--- src/rtl/UART_pkg.sv ---
// Shared UART types: frame configuration encodings and the receive FSM states.
// Imported by the RX path here and intended to be shared with the TX path.
package UART_pkg;

   typedef enum logic [1:0] {
      DW_5BIT = 2'd0,
      DW_6BIT = 2'd1,
      DW_7BIT = 2'd2,
      DW_8BIT = 2'd3
   } data_width_e;

   typedef enum logic [1:0] {
      EVEN         = 2'd0,
      ODD          = 2'd1,
      DISABLED     = 2'd2,
      DISABLED_ALT = 2'd3
   } parity_mode_e;

   typedef enum logic {
      SB_1BIT = 1'b0,
      SB_2BIT = 1'b1
   } stop_bits_e;

   typedef enum logic [2:0] {
      IDLE   = 3'd0,
      START  = 3'd1,
      DATA   = 3'd2,
      PARITY = 3'd3,
      STOP   = 3'd4,
      DONE   = 3'd5
   } rx_state_e;

   localparam int TICK_CNT_W = 4;

   function automatic logic parity_enabled(parity_mode_e mode);
      return (mode == EVEN) || (mode == ODD);
   endfunction

   // Index of the final data bit: 4 for 5-bit frames up to 7 for 8-bit frames.
   function automatic logic [2:0] last_bit_index(data_width_e dw);
      return 3'(dw) + 3'd4;
   endfunction

endpackage

--- src/rtl/sync_2ff.sv ---
// Two-flop synchronizer for a single asynchronous input bit; reset value is
// configurable so an idle-high serial line reads as idle straight out of reset.
module sync_2ff #(
   parameter logic RESET_VAL = 1'b1
) (
   input  logic clk_i,
   input  logic rst_i,
   input  logic d_i,
   output logic q_o
);

   logic meta;

   always_ff @(posedge clk_i or posedge rst_i) begin
      if (rst_i) begin
         meta <= RESET_VAL;
         q_o  <= RESET_VAL;
      end else begin
         meta <= d_i;
         q_o  <= meta;
      end
   end

endmodule

--- src/rtl/uart_receiver.sv ---
// Oversampling UART receiver: start-bit validation, 5..8 data bits LSB first,
// optional parity capture, 1 or 2 stop bits, one-cycle FIFO write or overrun.
module uart_receiver
   import UART_pkg::*;
#(
   parameter int OVERSAMPLE = 16
) (
   input  logic       clk_i,
   input  logic       rst_i,
   input  logic       rx_i,
   input  logic       ov_baud_tick_i,
   input  logic [1:0] data_width_i,
   input  logic [1:0] parity_mode_i,
   input  logic       stop_bits_i,
   input  logic       rx_fifo_full_i,
   output logic [7:0] data_rx_o,
   output logic       parity_o,
   output logic       frame_error_o,
   output logic       overrun_o,
   output logic       rx_fifo_write_o,
   output logic       rx_busy_o
);

   localparam logic [TICK_CNT_W-1:0] HALF_LAST = TICK_CNT_W'(OVERSAMPLE / 2 - 1);
   localparam logic [TICK_CNT_W-1:0] FULL_LAST = TICK_CNT_W'(OVERSAMPLE - 1);

   rx_state_e              state;
   rx_state_e              next_state;
   logic                   rx_sync;
   logic [TICK_CNT_W-1:0]  tick_cnt;
   logic [2:0]             bit_idx;
   logic                   stop_idx;
   logic [7:0]             shift_reg;
   logic                   parity_bit;
   logic                   frame_err;
   logic                   line_armed;
   data_width_e            cfg_dw;
   parity_mode_e           cfg_par;
   stop_bits_e             cfg_sb;
   logic                   sample_mid;
   logic                   sample_full;

   sync_2ff #(.RESET_VAL(1'b1)) u_rx_sync (
      .clk_i (clk_i),
      .rst_i (rst_i),
      .d_i   (rx_i),
      .q_o   (rx_sync)
   );

   assign sample_mid  = ov_baud_tick_i && (tick_cnt == HALF_LAST);
   assign sample_full = ov_baud_tick_i && (tick_cnt == FULL_LAST);

   always_ff @(posedge clk_i or posedge rst_i) begin
      if (rst_i) begin
         state <= IDLE;
      end else begin
         state <= next_state;
      end
   end

   // A start is only accepted once the line has been seen high, so a held
   // break delivers one frame and then waits for a fresh falling edge.
   always_comb begin
      next_state = state;
      case (state)
         IDLE:    if (!rx_sync && line_armed) next_state = START;
         START:   if (sample_mid) next_state = rx_sync ? IDLE : DATA;
         DATA:    if (sample_full && (bit_idx == last_bit_index(cfg_dw)))
                     next_state = parity_enabled(cfg_par) ? PARITY : STOP;
         PARITY:  if (sample_full) next_state = STOP;
         STOP:    if (sample_full && ((cfg_sb == SB_1BIT) || stop_idx)) next_state = DONE;
         DONE:    next_state = IDLE;
         default: next_state = IDLE;
      endcase
   end

   always_comb begin
      rx_fifo_write_o = 1'b0;
      overrun_o       = 1'b0;
      rx_busy_o       = (state != IDLE);
      if (state == DONE) begin
         rx_fifo_write_o = !rx_fifo_full_i;
         overrun_o       = rx_fifo_full_i;
      end
   end

   always_ff @(posedge clk_i or posedge rst_i) begin
      if (rst_i) begin
         tick_cnt      <= '0;
         bit_idx       <= '0;
         stop_idx      <= 1'b0;
         shift_reg     <= '0;
         parity_bit    <= 1'b0;
         frame_err     <= 1'b0;
         line_armed    <= 1'b0;
         cfg_dw        <= DW_8BIT;
         cfg_par       <= DISABLED;
         cfg_sb        <= SB_1BIT;
         data_rx_o     <= '0;
         parity_o      <= 1'b0;
         frame_error_o <= 1'b0;
      end else begin
         case (state)
            IDLE: begin
               if (rx_sync) line_armed <= 1'b1;
               if (next_state == START) begin
                  tick_cnt   <= '0;
                  bit_idx    <= '0;
                  stop_idx   <= 1'b0;
                  shift_reg  <= '0;
                  parity_bit <= 1'b0;
                  frame_err  <= 1'b0;
                  cfg_dw     <= data_width_e'(data_width_i);
                  cfg_par    <= parity_mode_e'(parity_mode_i);
                  cfg_sb     <= stop_bits_e'(stop_bits_i);
               end
            end
            START: begin
               if (ov_baud_tick_i) tick_cnt <= sample_mid ? '0 : tick_cnt + 1'b1;
            end
            DATA: begin
               if (sample_full) begin
                  tick_cnt           <= '0;
                  shift_reg[bit_idx] <= rx_sync;
                  bit_idx            <= bit_idx + 3'd1;
               end else if (ov_baud_tick_i) begin
                  tick_cnt <= tick_cnt + 1'b1;
               end
            end
            PARITY: begin
               if (sample_full) begin
                  tick_cnt   <= '0;
                  parity_bit <= rx_sync;
               end else if (ov_baud_tick_i) begin
                  tick_cnt <= tick_cnt + 1'b1;
               end
            end
            STOP: begin
               if (sample_full) begin
                  tick_cnt   <= '0;
                  stop_idx   <= 1'b1;
                  line_armed <= rx_sync;
                  if (!rx_sync) frame_err <= 1'b1;
               end else if (ov_baud_tick_i) begin
                  tick_cnt <= tick_cnt + 1'b1;
               end
            end
            default: ;
         endcase

         // Results are published on entry to DONE; the current stop sample is
         // folded in directly since frame_err has not been updated yet.
         if ((state == STOP) && (next_state == DONE)) begin
            data_rx_o     <= shift_reg;
            parity_o      <= parity_bit;
            frame_error_o <= frame_err | !rx_sync;
         end
      end
   end

endmodule

--- config.mk ---
export PLATFORM = sky130hd
export DESIGN_NAME = uart_receiver
export DESIGN_NICKNAME = d
export VERILOG_FILES = /design/src/rtl/UART_pkg.sv /design/src/rtl/sync_2ff.sv /design/src/rtl/uart_receiver.sv
export SDC_FILE = /design/constraint.sdc
export NUM_CORES = 1
export LEC_CHECK = 0
export BUFFER_PORTS_ARGS = -buffer_cell sky130_fd_sc_hd__buf_2
export CAP_MARGIN = 20
export CORE_ASPECT_RATIO = 1.25
export CORE_MARGIN = 2
export CORE_UTILIZATION = 40
export DETAILED_ROUTE_END_ITERATION = 10
export GPL_TIMING_DRIVEN = 0
export HOLD_SLACK_MARGIN = 0.02
export SETUP_SLACK_MARGIN = 0.2
export SLEW_MARGIN = 20
export SYNTH_ARGS = -nofsm -noshare
export SYNTH_HDL_FRONTEND = slang
export SYNTH_SLANG_ARGS = --single-unit
export TNS_END_PERCENT = 10
--- constraint.sdc ---
create_clock -name clk_i -period 2.7 [get_ports clk_i]
set_clock_uncertainty 0.2 [all_clocks]
set_input_delay 0.54 -clock clk_i [delete_from_list [all_inputs] [get_ports clk_i]]
set_output_delay 0.54 -clock clk_i [all_outputs]
set_load 0.02 [all_outputs]
After elaboration in Yosys (flattened, before gate mapping) --
Index checks and enable logic that the tools add are counted.
Storage, ports and cells: register bits after elaboration 39, input bits 10, output and inout port bits 13, word-level logic and storage cells 103
Cells by class: add/sub/neg operators 3, order comparisons 2, equality and inequality tests 19, mux-type cells 35, bitwise logic cells 2, reduce and logical (&&, ||, !) cells 26
Operators by type and width (count):
- $mux 3 | 8
- $mux 4 | 5
- $mux 8 | 2
- $pmux 8 s2 | 1
- $pmux 3 s5 | 1
- $ne 2x2->1 const B | 6
- $pmux 4 s3 | 1
- $reduce_and 3->1 | 4
- $eq 3x3->1 const B | 3
- $mux 1 | 9
- $bwmux 8 | 1
- $pmux 1 s2 | 4
- $reduce_and 4->1 | 2
- $logic_and 1x1->1 | 7
- $eq 3x1->1 const B | 2
- $eq 3x2->1 const B | 2
- $pmux 3 s2 | 1
- $reduce_bool 2->1 | 3
- $reduce_bool 3->1 | 2
- $add 4x1->4 const B | 1
- $eq 4x3->1 const B | 1
- $eq 4x4->1 const B | 1
- $lt 3x4->1 const B | 1
- $add 2x3->3 const B | 1
- 16 further kinds | 18

Longest topological paths before layout --
word-level depth 8, mapped depth 7, depth with buffers taken out 5

By module --
Synthesis repeated with hierarchy kept, for this count alone.
Second synthesis, totals: cell total of the unflattened synthesis 188, area total of the unflattened synthesis 1901.8 sq um
Modules (own cells, without submodules):
- uart_receiver | times used 1, cells each 185, area an instance 1845.5 sq um, sequential area each 904.6 sq um
- sync_2ff | times used 1, cells each 3, area an instance 56.3 sq um, sequential area each 52.6 sq um

Least setup slack after synthesis --
Ideal clock, no wire load.
kind reg2reg, start point register tick_cnt[0], end point register data_rx_o[0], library setup time 125 ps, data arrival time 1643 ps, required time 2375 ps, setup slack 731 ps, stages on the path, launching flop included 8, buffers on the path 2, period minus slack after synthesis 1969 ps, cells stage by stage dfrtp_1 ha_1 and4_1 buf_4 and3_4 o21ai_2 buf_6 mux2_4
On the way: longest elaborated chain between the ends 7, elaborated cells between the ends (all ways) 13, those cells by class 3 x eq/ne; 5 x mux; 5 x reduce/logical
RTL lines:
- start: declaration | line uart_receiver.sv:30 | logic [TICK_CNT_W-1:0] tick_cnt;
- start signal: assignment | line uart_receiver.sv:119 | if (ov_baud_tick_i) tick_cnt <= sample_mid ? '0 : tick_cnt + 1'b1;
- start signal: assignment | line uart_receiver.sv:127 | tick_cnt <= tick_cnt + 1'b1;
- start signal: assignment | line uart_receiver.sv:135 | tick_cnt <= tick_cnt + 1'b1;
- $eq 4x4->1 | line uart_receiver.sv:51 | assign sample_full = ov_baud_tick_i && (tick_cnt == FULL_LAST);
- $logic_and 1x1->1 | line uart_receiver.sv:51
- $logic_and 1x1->1 (on tied branches) | line uart_receiver.sv:71, uart_receiver.sv:68
- $mux 3 (on tied branches) | line uart_receiver.sv:71, uart_receiver.sv:68
- $pmux 3 s5 (*) | line uart_receiver.sv:65 | case (state)
- $eq 3x3->1 (*) | line uart_receiver.sv:153 | if ((state == STOP) && (next_state == DONE)) begin
- $logic_and 1x1->1 (*) | line uart_receiver.sv:153
- end signal: assignment | line uart_receiver.sv:154 | data_rx_o <= shift_reg;
- end: declaration | line uart_receiver.sv:16 | output logic [7:0] data_rx_o,
Every way passes the cells marked *; elsewhere a longest branch is shown, timed or not. A chain may end at the register's enable or synchronous reset.

Worst setup path after layout --
start point register state[1], end point output port overrun_o
On the way: longest elaborated chain between the ends 2
RTL lines:
- start: declaration | line uart_receiver.sv:27 | rx_state_e state;
- start signal: assignment | line uart_receiver.sv:57 | state <= next_state;
- $eq 3x3->1 | line uart_receiver.sv:81 | if (state == DONE) begin
- $mux 1 | line uart_receiver.sv:81
- end: declaration | line uart_receiver.sv:19 | output logic overrun_o,
No other way between the ends.

==> metrics.txt <==
clock period minus worst slack=2.20 ns; post-CTS setup buffer count=0; Detailed Place HPWL=2.75 mm; most frequent cell after synthesis=dfrtp_1; Slew Viols, Final=0; vias=1,430; MaxCap Viol Count=0; post-place setup slack=0.538 ns; Synth area leaders=dfrtp_1 42%, mux2_4 6.8%, dfstp_2 6.6%; Post-Synthesis Cells=179; WL/cell=14.0 um; simple logic cell fraction of the synthesized area=15.8%; Worst R2R Start=state[0]; clk_lat worst skew=0.30 ns; die height=82.8 um; CP arrival=1.46 ns; CTS Sinks=38; asr flop ratio synth=100%; CP required=1.96 ns; Root Buffer Master=clkbuf_8; Layout Cells excl Fill=269; Avg Inst Size Synth=11.1 um^2; first-pass GRT wire length=6.48 mm; post_cts resized=0; Yosys cell types=50; gpl congestion=0.840; grt ovf=0; fin area=2310 um^2; clk buf depth=2; vias in the first global route=1,359; vias per cell=5.32; Most used DFF post-synth=dfrtp_1; compound-cell area share of the yosys netlist=16.5%; mux share of post-synthesis cell area=9.57%; Yosys Warn Count=0; DRC violations left=0; Antenna Nets Post-Route=0; slew at the pin with the worst max-slew slack=0.860 ns; Crit Path Max Fanout=10; Critical Path Sink=overrun_o; sequential area share after synthesis=48.2%; CP startpoint kind=flop; number of H-tree levels=2; initial drt markers=86; Hold-fix buffers, CTS=0; total power=1.64 mW; setup TNS after final layout=0 ns; Num CTS Buffers=5; WS Path Type=flop to primary output; cell taking the most area after synthesis=dfrtp_1; Fmax=0.454 GHz; hold crit path type=input port to asynchronous set/reset pin; Routed Wire Length=3.78 mm; Die ar.=5550 um^2; RSZ-0062 raised after global routing=no; dpl cells=261; die width=67.0 um; Mapped Nets=191; Crit Reg-Reg Endpoint=shift_reg[0]; final cycle utilization of the critical path=81.6%; critical path launch point=state[1]; R2R depth=5; Worst setup EP type=primary output; largest family of logic cells by synthesized area=compound AO/OA/AOI/OAI gates; adder-cell share of the synthesized area=1.26%; initial antenna violation count=0; final hold slack=0.0503 ns; Max-slew headroom=42.5%; fillers=470; I/O pins=23; final hold violation count=0; I/O Buffers=21; number of enable flip-flop cells after synthesis=0; Lkg Pwr=1.08 nW; cell row count=28; setup ws final=0.497 ns; XOR/XNOR Fraction of Synth Area=1.76%; commonest cells in the netlist=33 x dfrtp_1, 12 x o21ai_1, 10 x nand2_1, 10 x nor2_1, 10 x o21ai_0; Diodes inserted=0; Core ar.=4760 um^2; # setup viols final=0; CTS tree=built; status=finished clean; register bit total from synthesis=38; post-synthesis to final-layout area growth=16.2%; Pre-antenna DRT Iters=4; reg2reg setup slack=0.50 ns; share of cells above drive strength 1=34.4%; PwrDens=710 nW/um^2; Area after DPL=2190 um^2; worst vdd ir=0.420 mV; CTS clk-pin slew, worst paths=0.08 ns; fin util=48.5%; final net count=220; Mapped Area=1990 um^2; Yosys top cell area share=41.6%; largest net degree at the start of global routing=21; all-layer global routing usage=15.2%; Starting Density=41.7%
==> critical path, cell delays in order (launching register included) <==
cell and delay, ns:
dfrtp_1 0.41, buf_4 0.18, and2b_1 0.26, and3_1 0.17, buf_2 0.15
==> metal layers <==
layer / vias up / track usage, % / part of all wire, %
met1: 690 / 20.1 / 46
li1: 704 / - / -
met3: 7 / 4.47 / 3.9
met5: - / 0 / 0
met4: 0 / 6.12 / 1.9
met2: 29 / 23.0 / 48
==> cell usage in the layout (no fill, tap or decap), types with 2 or more instances in the layout <==
master and count:
nand3_1 3, buf_4 3, o21ai_1 12, mux2_4 9, xnor2_1 4, buf_2 23, o21ai_0 10, clkinvlp_4 2
nand4_1 2, o21ai_2 3, o31ai_2 2, nor2_1 10, a31oi_1 6, buf_6 6, dfrtp_1 33, o221ai_1 2
mux2_2 4, nor4b_1 2, clkbuf_8 5, nand2_1 10, nand2b_1 5, o21a_1 3, nor3_1 2, and3_1 2
ha_1 2, inv_1 7, dfstp_2 5, a21oi_1 4, buf_1 2
==> report_power, final <==
part,internal [mW],total (mW),switching (mW)
Sequential,0.660,0.716,0.0559
Clock,0.275,0.486,0.211
Combinational,0.207,0.436,0.229
Total,1.14,1.64,0.496
==> kinds of logic (layout without fill, tap and decap cells) <==
logic type / after synthesis / in the layout
compound gates: 50 / 50
xor+xnor: 4 / 4
fa+ha+maj: 2 / 2
buf+inv: 21 / 51
flops: 38 / 38
mux: 14 / 14
simple gates: 50 / 50
==> layout make-up <==
type	count	area, um^2	area share (%)
inverter	8	30.0	1.30
clock buffer	5	68.8	2.98
sequential	38	957	41.5
timing repair buffer	22	133	5.75
buffer	13	108	4.66
clock inverter	3	45.0	1.95
tap	60	75.1	3.25
multi-input combinational	120	892	38.6
==> how the worst min path moves through the flow <==
stage	start	depth (start not counted)	slack [ns]	to
after floorplan	u_rx_sync.meta	0	0.15	u_rx_sync.q_o
after global routing	rst_i	2	0.09	line_armed
after CTS	rst_i	2	0.06	line_armed
final	rst_i	2	0.05	line_armed
after detailed placement	u_rx_sync.meta	0	0.15	u_rx_sync.q_o
after global placement	u_rx_sync.meta	0	0.15	u_rx_sync.q_o
Power figures use the tool's default switching activity.
